==> config.mk <==
export PLATFORM = sky130hd
export DESIGN_NAME = pulse_burst_arbiter
export DESIGN_NICKNAME = d
export VERILOG_FILES = /design/src/rtl/pulse_burst_pkg.sv /design/src/rtl/pulse_burst_arbiter_period_counter.sv /design/src/rtl/pulse_burst_arbiter.sv
export SDC_FILE = /design/constraint.sdc
export NUM_CORES = 1
export LEC_CHECK = 0
export ABC_AREA = 1
export BUFFER_PORTS_ARGS = -buffer_cell sky130_fd_sc_hd__buf_2
export CELL_PAD_IN_SITES_DETAIL_PLACEMENT = 2
export CELL_PAD_IN_SITES_GLOBAL_PLACEMENT = 2
export CORE_MARGIN = 1.5
export CORE_UTILIZATION = 28
export DETAILED_ROUTE_END_ITERATION = 10
export PLACE_DENSITY = 0.87
export SETUP_SLACK_MARGIN = 0.02
export SLEW_MARGIN = 20
export SYNTH_ARGS = -nofsm -noshare
export SYNTH_HDL_FRONTEND = slang
export SYNTH_SLANG_ARGS = --single-unit
export TNS_END_PERCENT = 5
==> constraint.sdc <==
create_clock -name clk -period 5.65 [get_ports clk]
set_input_delay 0.565 -clock clk [delete_from_list [all_inputs] [get_ports clk]]
set_output_delay 0.565 -clock clk [all_outputs]
set_load 0.01 [all_outputs]
==> src/rtl/pulse_burst_pkg.sv <==
// Shared types and helpers for pulse_burst_arbiter: FSM state enum, minimum period, round-robin pick.
package pulse_burst_pkg;

  typedef enum logic [1:0] {
    IDLE = 2'd0,
    RUN  = 2'd1,
    DONE = 2'd2
  } state_t;

  localparam int MIN_PERIOD = 2;

  // First set bit of valid at or after ptr, wrapping within n requesters (n <= 16).
  function automatic int rr_pick(input logic [15:0] valid, input int ptr, input int n);
    int   pick;
    int   idx;
    logic found;
    pick  = 0;
    found = 1'b0;
    for (int i = 0; i < 16; i++) begin
      if (i < n && !found) begin
        idx = (ptr + i) % n;
        if (((valid >> idx) & 16'd1) != 16'd0) begin
          pick  = idx;
          found = 1'b1;
        end
      end
    end
    return pick;
  endfunction

endpackage

==> src/rtl/pulse_burst_arbiter_period_counter.sv <==
// Phase counter for the shared pulse generator: counts 0..period-1 while enabled and
// strobes on the last phase.
module pulse_period_counter #(
  parameter int PERIOD_W = 8
) (
  input  logic                clk,
  input  logic                reset,
  input  logic                enable,
  input  logic                clear,
  input  logic [PERIOD_W-1:0] period,
  output logic                strobe
);

  logic [PERIOD_W-1:0] phase_q, phase_d;
  logic                last;

  assign last   = (phase_q == period - PERIOD_W'(1));
  assign strobe = enable & last;

  always_comb begin
    phase_d = phase_q;
    if (clear) begin
      phase_d = '0;
    end else if (enable) begin
      phase_d = last ? '0 : phase_q + PERIOD_W'(1);
    end
  end

  always_ff @(posedge clk) begin
    if (reset) phase_q <= '0;
    else       phase_q <= phase_d;
  end

endmodule

==> src/rtl/pulse_burst_arbiter.sv <==
// Round-robin arbiter sharing one pulse generator among N_REQ burst requesters.
// Optional PULSE_BURST_ABORT_EN adds an abort input that ends a running burst early.
//
// state | meaning
// IDLE  | waiting; grants first valid requester at/after RR pointer and latches its burst
// RUN   | phase counter running, one pulse per period until remaining count is spent
// DONE  | one-cycle completion report (done_valid, done_id)
module pulse_burst_arbiter #(
  parameter int N_REQ    = 4,
  parameter int PERIOD_W = 8,
  parameter int COUNT_W  = 8
) (
  input  logic                        clk,
  input  logic                        reset,
  input  logic [N_REQ-1:0]            req_valid,
  input  logic [N_REQ*PERIOD_W-1:0]   req_period,
  input  logic [N_REQ*COUNT_W-1:0]    req_count,
`ifdef PULSE_BURST_ABORT_EN
  input  logic                        abort,
`endif
  output logic [N_REQ-1:0]            req_ready,
  output logic                        pulse_out,
  output logic [$clog2(N_REQ)-1:0]    pulse_owner,
  output logic                        busy,
  output logic                        done_valid,
  output logic [$clog2(N_REQ)-1:0]    done_id
);
  import pulse_burst_pkg::*;

  localparam int OW = $clog2(N_REQ);

  state_t              state_q, state_d;
  logic [OW-1:0]       ptr_q, ptr_d;
  logic [OW-1:0]       owner_q, owner_d;
  logic [PERIOD_W-1:0] period_q, period_d;
  logic [COUNT_W-1:0]  remaining_q, remaining_d;
  logic [N_REQ-1:0]    ready;
  logic [PERIOD_W-1:0] sel_period;
  logic [COUNT_W-1:0]  sel_count;
  logic [OW-1:0]       grant_idx;
  logic                strobe;
  logic                abort_w;
  int                  grant;

`ifdef PULSE_BURST_ABORT_EN
  assign abort_w = abort & (state_q == RUN);
`else
  assign abort_w = 1'b0;
`endif

  always_comb begin
    state_d     = state_q;
    ptr_d       = ptr_q;
    owner_d     = owner_q;
    period_d    = period_q;
    remaining_d = remaining_q;
    ready       = '0;
    grant       = rr_pick(16'(req_valid), int'(ptr_q), N_REQ);
    grant_idx   = OW'(grant);
    sel_period  = req_period[grant*PERIOD_W +: PERIOD_W];
    sel_count   = req_count[grant*COUNT_W +: COUNT_W];
    case (state_q)
      IDLE: begin
        if (|req_valid) begin
          ready       = N_REQ'(1) << grant;
          owner_d     = grant_idx;
          ptr_d       = (grant_idx == OW'(N_REQ - 1)) ? '0 : grant_idx + OW'(1);
          // Periods below two would make the strobe fire back-to-back or never settle.
          period_d    = (sel_period < PERIOD_W'(MIN_PERIOD)) ? PERIOD_W'(MIN_PERIOD) : sel_period;
          remaining_d = sel_count;
          state_d     = (sel_count == '0) ? DONE : RUN;
        end
      end
      RUN: begin
        if (abort_w) begin
          state_d = DONE;
        end else if (strobe) begin
          remaining_d = remaining_q - COUNT_W'(1);
          if (remaining_q == COUNT_W'(1)) state_d = DONE;
        end
      end
      DONE:    state_d = IDLE;
      default: state_d = IDLE;
    endcase
  end

  always_ff @(posedge clk) begin
    if (reset) begin
      state_q     <= IDLE;
      ptr_q       <= '0;
      owner_q     <= '0;
      period_q    <= '0;
      remaining_q <= '0;
    end else begin
      state_q     <= state_d;
      ptr_q       <= ptr_d;
      owner_q     <= owner_d;
      period_q    <= period_d;
      remaining_q <= remaining_d;
    end
  end

  pulse_period_counter #(
    .PERIOD_W(PERIOD_W)
  ) u_period_counter (
    .clk    (clk),
    .reset  (reset),
    .enable (state_q == RUN),
    .clear  (state_q != RUN),
    .period (period_q),
    .strobe (strobe)
  );

  assign req_ready   = ready;
  assign pulse_out   = strobe & ~abort_w;
  assign busy        = (state_q != IDLE);
  assign pulse_owner = busy ? owner_q : '0;
  assign done_valid  = (state_q == DONE);
  assign done_id     = done_valid ? owner_q : '0;

endmodule
# Yosys cells after proc, flatten, opt, wreduce, memory -nomap -nowiden
# Index checks and enable logic that the tools add are counted.
dict set report totals {
  regBits 30
  input_bits 70
  output_inout_bits 11
  elab_cells 73
}
dict set report classes {
  add_sub_neg 7
  order_cmp 1
  eq_ne 9
  n_shift 7
  mux 27
  bitwise 4
  n_reduce_logical 12
}
# op n
set ops {}
lappend ops {{$mux 32} 6}
lappend ops {{$shr 4x32->1} 3}
lappend ops {{$shiftx 32x32->8} 2}
lappend ops {{$mux 8} 4}
lappend ops {{$shl 1x32->4 const A} 1}
lappend ops {{$mux 2} 8}
lappend ops {{$pmux 8 s2} 1}
lappend ops {{$sub 8x1->8 const B} 2}
lappend ops {{$add 8x1->8 const B} 1}
lappend ops {{$eq 8x1->1 const B} 1}
lappend ops {{$eq 8x8->1} 1}
lappend ops {{$logic_not 8->1} 1}
lappend ops {{$lt 8x2->1 const B} 1}
lappend ops {{$mux 4} 2}
lappend ops {{$reduce_or 2->1} 4}
lappend ops {{$ne 2x2->1 const B} 3}
lappend ops {{$reduce_and 3->1} 2}
lappend ops {{$mux 1} 5}
lappend ops {{$add 2x1->2 const B} 2}
lappend ops {{$add 2x2->2 const B} 2}
lappend ops {{$eq 2x2->1 const B} 2}
lappend ops {{$pmux 2 s2} 1}
lappend ops {{$reduce_bool 2->1} 2}
lappend ops {{$reduce_or 4->1} 1}
lappend ops {{other kinds (7)} 9}

# Depth between registers and ports, before layout
dict set report logic_depth {
  ltp_word 15
  mapped_depth 20
  mapped_depth_nobuf 18
}

# Hierarchy
# Synthesis repeated with hierarchy kept, for this count alone.
dict set report unflattened {
  hier_cells 465
  area_unflattened_um2 2847.7
}
# mod n_inst cells_each area_per_inst_um2 seq_area_each_um2
set by_module_without_submodules {}
lappend by_module_without_submodules {pulse_burst_arbiter 1 348 2114.5 440.4}
lappend by_module_without_submodules {pulse_period_counter 1 117 733.2 160.2}

# Least setup slack after synthesis
# OpenSTA, ideal clock, no wires.
dict set report synth_path {
  path_type {in2out}
  startpoint {in req_valid[3]}
  endpoint {out req_ready[2]}
  arrival_ps 1876
  t_required_ps 5085
  setup_slack_ps 3209
  path_stages 13
  path_buffers 1
  cell_sequence {inv_1 > nand2_1 > nand3_1 > nand2_4 > inv_2 > nand2_2 > nor2_2 > nand2_2 > a21oi_4 > buf_6 > ha_1 > nand2_1 > nor2_1}
}
# element line_no
set synth_rtl {}
lappend synth_rtl {{start, declared} pulse_burst_arbiter.sv:15} ;# input logic [N_REQ-1:0] req_valid,
lappend synth_rtl {{end, declared} pulse_burst_arbiter.sv:21} ;# output logic [N_REQ-1:0] req_ready,

# Final worst setup path
dict set report layout_path {
  startpoint {reg ptr_q[0]}
  endpoint {out req_ready[0]}
}
dict set report layout_between {
  elab_chain_cells 13
  elab_cells_between_ends 28
  cone_classes {3 x add/sub; 5 x shift; 14 x mux; 3 x bitwise; 3 x reduce/logical}
}
# element line_no
set layout_lines {}
lappend layout_lines {{start, declared} pulse_burst_arbiter.sv:33} ;# logic [OW-1:0] ptr_q, ptr_d;
lappend layout_lines {{start signal, assigned} pulse_burst_arbiter.sv:96} ;# ptr_q <= ptr_d;
lappend layout_lines {{$add 2x1->2} pulse_burst_pkg.sv:21} ;# idx = (ptr + i) % n;
lappend layout_lines {{$reduce_or 2->1 (no source line)} --}
lappend layout_lines {{$and 1x1->1 (no source line)} --}
lappend layout_lines {{$shr 4x32->1} pulse_burst_pkg.sv:22} ;# if (((valid >> idx) & 16'd1) != 16'd0) begin
lappend layout_lines {{$mux 32} pulse_burst_pkg.sv:22}
lappend layout_lines {{$mux 32} pulse_burst_pkg.sv:20} ;# if (i < n && !found) begin
lappend layout_lines {{$mux 32} pulse_burst_pkg.sv:22}
lappend layout_lines {{$mux 32} pulse_burst_pkg.sv:20}
lappend layout_lines {{$mux 32} pulse_burst_pkg.sv:22}
lappend layout_lines {{$mux 32 (*)} pulse_burst_pkg.sv:20}
lappend layout_lines {{$shl 1x32->4 (*)} pulse_burst_arbiter.sv:65} ;# ready = N_REQ'(1) << grant;
lappend layout_lines {{$mux 4 (*)} pulse_burst_arbiter.sv:64} ;# if (|req_valid) begin
lappend layout_lines {{$mux 4 (*)} pulse_burst_arbiter.sv:62} ;# case (state_q)
# Mark *: on every way between the ends. The rest lies on a longest branch, timed or not.

==> results.md <==
- The wire length per cell is around 16 um.
- The half-perimeter wire length of the detailed placement result is between 7000 and 8000 um.
- Counting every net in the synthesized netlist gives 494.
- The post-synthesis instance area is 2567 um^2.
- The post-synthesis sequential area ratio is approximately a quarter.
- The ratio of routed vias to standard cells is 5.085.
- The clock net in this run drives a total of 30 sinks.
- In this run, post-CTS repair resized a total of 0 instances.
- Entering global routing, the biggest net connects 37 pins.
- Total power for the finished layout comes to ~2.1 mW.
- The leakage power figure is between 1.5 and 2 nW.
- The largest fanout on the critical path is 36.
- Cells with a size suffix above 1 make up between 20% and 30% of the layout.
- The worst reg-to-reg path cell count is 16.
- The number of CTS-inserted buffers is 5.
- The gate count after technology mapping is around 420.
- The number of maximum-capacitance violations is 0.
- The number of nets with antenna violations after detailed routing is 0.
- The number of enable-type register cells in the synthesized netlist is 0.
- The total iterations of the first detailed-routing run is 7.
- The insertion delay to the later sink of the worst-skew pair is just under 300 ps.
- In this run the clock root is driven by a sky130_fd_sc_hd__clkbuf_8.
- Once the floorplan was initialized, standard cells occupied 29.16% of the core.
- By count the netlist is led by 118 x sky130_fd_sc_hd__nand2_1, 62 x sky130_fd_sc_hd__nand3_1, 44 x sky130_fd_sc_hd__nor2_1.
- TritonCTS built the clock tree.
- The core outline area is ~8800 um^2.
- Counting instances, the worst hold path has a depth of 1.
- The floorplan row count is 34.
- The time the worst path needs with I/O delays and setup is roughly 3500 ps.
- The top-area cell type share of the netlist area is a little under a quarter.
- The area growth from synthesis to final layout is 23.05%.
- The arrival time at the worst endpoint is a little under 3000 ps.
- The maximum clock frequency is about 280 MHz.
- The share of async-settable or async-resettable flops after synthesis is 0%.
- Setup violations remaining at the end of the flow were counted as 0.
- The cell area power density is roughly 670 nW/um^2.
- The final-report hold violation count is 0.
- The register bit total from synthesis is 30.
- The die boundary width is ~99 um.
- The cell taking the most area after synthesis is sky130_fd_sc_hd__dfxtp_1.
- The maximum number of buffers from clock root to sink is 2.
- The mean area per synthesized cell is approximately 6 um^2.
- After layout, the worst path uses between 60% and 70% of the clock period.
- Setup repair after global routing left no endpoint under its margin.
- The first global-routing pass estimated ~16,000 um of wire.
- For this run, the total global-route usage over all layers was measured as 20.77%.
- Port buffering added 80 buffers.
- The flow ran to the end, but the final reports show violations.
- Measured along the y axis, the die boundary spans around 99 um.
- Adding up every negative setup slack in the final design gives 0 ps.
- In the routed design, unresolved DRC markers number 5.
- The checks that failed: DRC.
- The floorplan step defined a die boundary enclosing 9753 um^2.
- Once the clock tree was built, the setup fixing pass inserted 0 buffers.
- After clock tree synthesis, the clock-pin slew on the worst setup and hold paths is roughly 70 ps.
- The final-report max-slew violation count was 0.
- The via count of the first global-routing pass is 3,353.
- The setup clock skew after layout is 10.78 ps.
- STA classifies the critical path startpoint as a flop.
- The number of antenna violations at the first check in global routing came to 0.
- 81 I/O pins were placed.
- The dominant synthesized flop cell is sky130_fd_sc_hd__dfxtp_1.
- The measured slew at the worst slew-check pin is 722.9 ps.
- The number of warnings issued by yosys is 0.
- After the first detailed-routing iteration, the DRC count stood at 72.
- At the end of the flow, the number of nets in the layout was 569.
- The worst pin sits at a relative slew slack of roughly 52%.
- The congestion estimate from routability-driven global placement came to 0.7458.
- At the worst endpoint, the required time is 5090 ps.
- Among all cell types in the netlist, the one instantiated most often is sky130_fd_sc_hd__nand2_1.
- The critical path in this run is classified as reg -> out.
- In this run, distinct cell masters in the synthesized netlist total 38.
- The maximum vdd drop is 183.5 uV.
- The cts-stage hold buffer count is 0.
- Summed over all layers, the global routing overflow is 0.
- Detailed routing inserted a total of around 3,000 vias.
- In this run the number of H-tree levels came out at 2.
- In the post-synthesis netlist, the biggest area contributors are sky130_fd_sc_hd__dfxtp_1 23%, sky130_fd_sc_hd__nand2_1 17%, sky130_fd_sc_hd__nand3_1 12%.
- Summed over all layers, the routed wires come to between 9000 and 10,000 um.
- The endpoint kind of the worst setup timing path is an output port.
- The number of antenna diodes in the final layout is 0.
- The type of the worst min-delay path is reg -> reg.
## per-layer routing
layer	vias up	routed length (um)	global-route usage, %
met5	-	0	0
met4	0	115	4.835
met3	11	227	2.482
met2	52	5222	40.85
met1	1480	4246	23.57
li1	1508	-	-
## critical path, stage by stage, from the launching register on
cell,delay (ps)
sky130_fd_sc_hd__dfxtp_1,650
sky130_fd_sc_hd__nand2_1,120
sky130_fd_sc_hd__nand2_1,120
sky130_fd_sc_hd__nand2_1,80
sky130_fd_sc_hd__nand2_2,120
sky130_fd_sc_hd__nor2_2,70
sky130_fd_sc_hd__o21ai_4,430
sky130_fd_sc_hd__nand2_4,340
sky130_fd_sc_hd__inv_4,270
sky130_fd_sc_hd__ha_1,190
sky130_fd_sc_hd__nand2_1,50
sky130_fd_sc_hd__nor2_1,90
sky130_fd_sc_hd__buf_2,130
## worst paths after layout
kind | start | endpoint | slack, ps
worst min-delay path | u_period_counter.phase_q[0] | u_period_counter.phase_q[0] | 490
worst max-delay path | ptr_q[0] | req_ready[0] | 2120
worst max register to register | ptr_q[0] | period_q[0] | 2740
worst min register to register | u_period_counter.phase_q[0] | u_period_counter.phase_q[0] | 490
## cells by family after synthesis
family / Yosys count / share of synthesized area (%)
xor gates and xnor gates: 20 / 6.823
and+or+nand+nor: 251 / 43.28
adders and majority gates: 8 / 3.899
DFF: 30 / 23.39
AOI/OAI and AO/OA: 57 / 13.26
buffers and inverters: 50 / 9.357
## per-stage QoR
step                setup WS, ps  util (%)  instance area [um^2]  cells  hold slack (ps)
floorplan                   3209         -                  2567    416            439.1
global placement            2578     34.26                  3017    592            457.0
detailed placement          2413     34.26                  3017    592            484.9
CTS                         2084     35.88                  3159    600            498.6
global route                1820     35.88                  3159    600            514.3
finish                      2121     35.88                  3159    600            488.5
## registers in the layout, summed over array words and instances, names as in the netlist
signal and flops:
owner_q 2, period_q 8, ptr_q 2, remaining_q 8, state_q 2, u_period_counter.phase_q 8
## power by group
part / total (mW) / internal (mW) / switching, mW / leakage, nW
registers: 0.364 / 0.280 / 0.0842 / 0.247
clock network: 0.275 / 0.188 / 0.0873 / 0.0714
logic: 1.49 / 0.482 / 1.01 / 1.28
## area by class of cell
class / instances / area [um^2]
fillers: 1136 / 5647
multi-input cells: 336 / 1727
flip-flops and latches: 30 / 600.6
repair buffers: 81 / 407.9
inverters: 37 / 146.4
well taps: 108 / 135.1
clock buffers: 6 / 82.58
clock inverters: 2 / 60.06
## cells in the final DEF (no fill, tap or decap), drive strengths merged, types with 15 or more instances in the layout
cell	synthesis	routed
nand2	127	127
buf	10	81
nand3	63	63
nor2	48	48
inv	36	36
dfxtp	30	30
a21oi	26	26
o21ai	20	20
xor2	15	15
No activity file was read; power rests on OpenSTA's default activity.
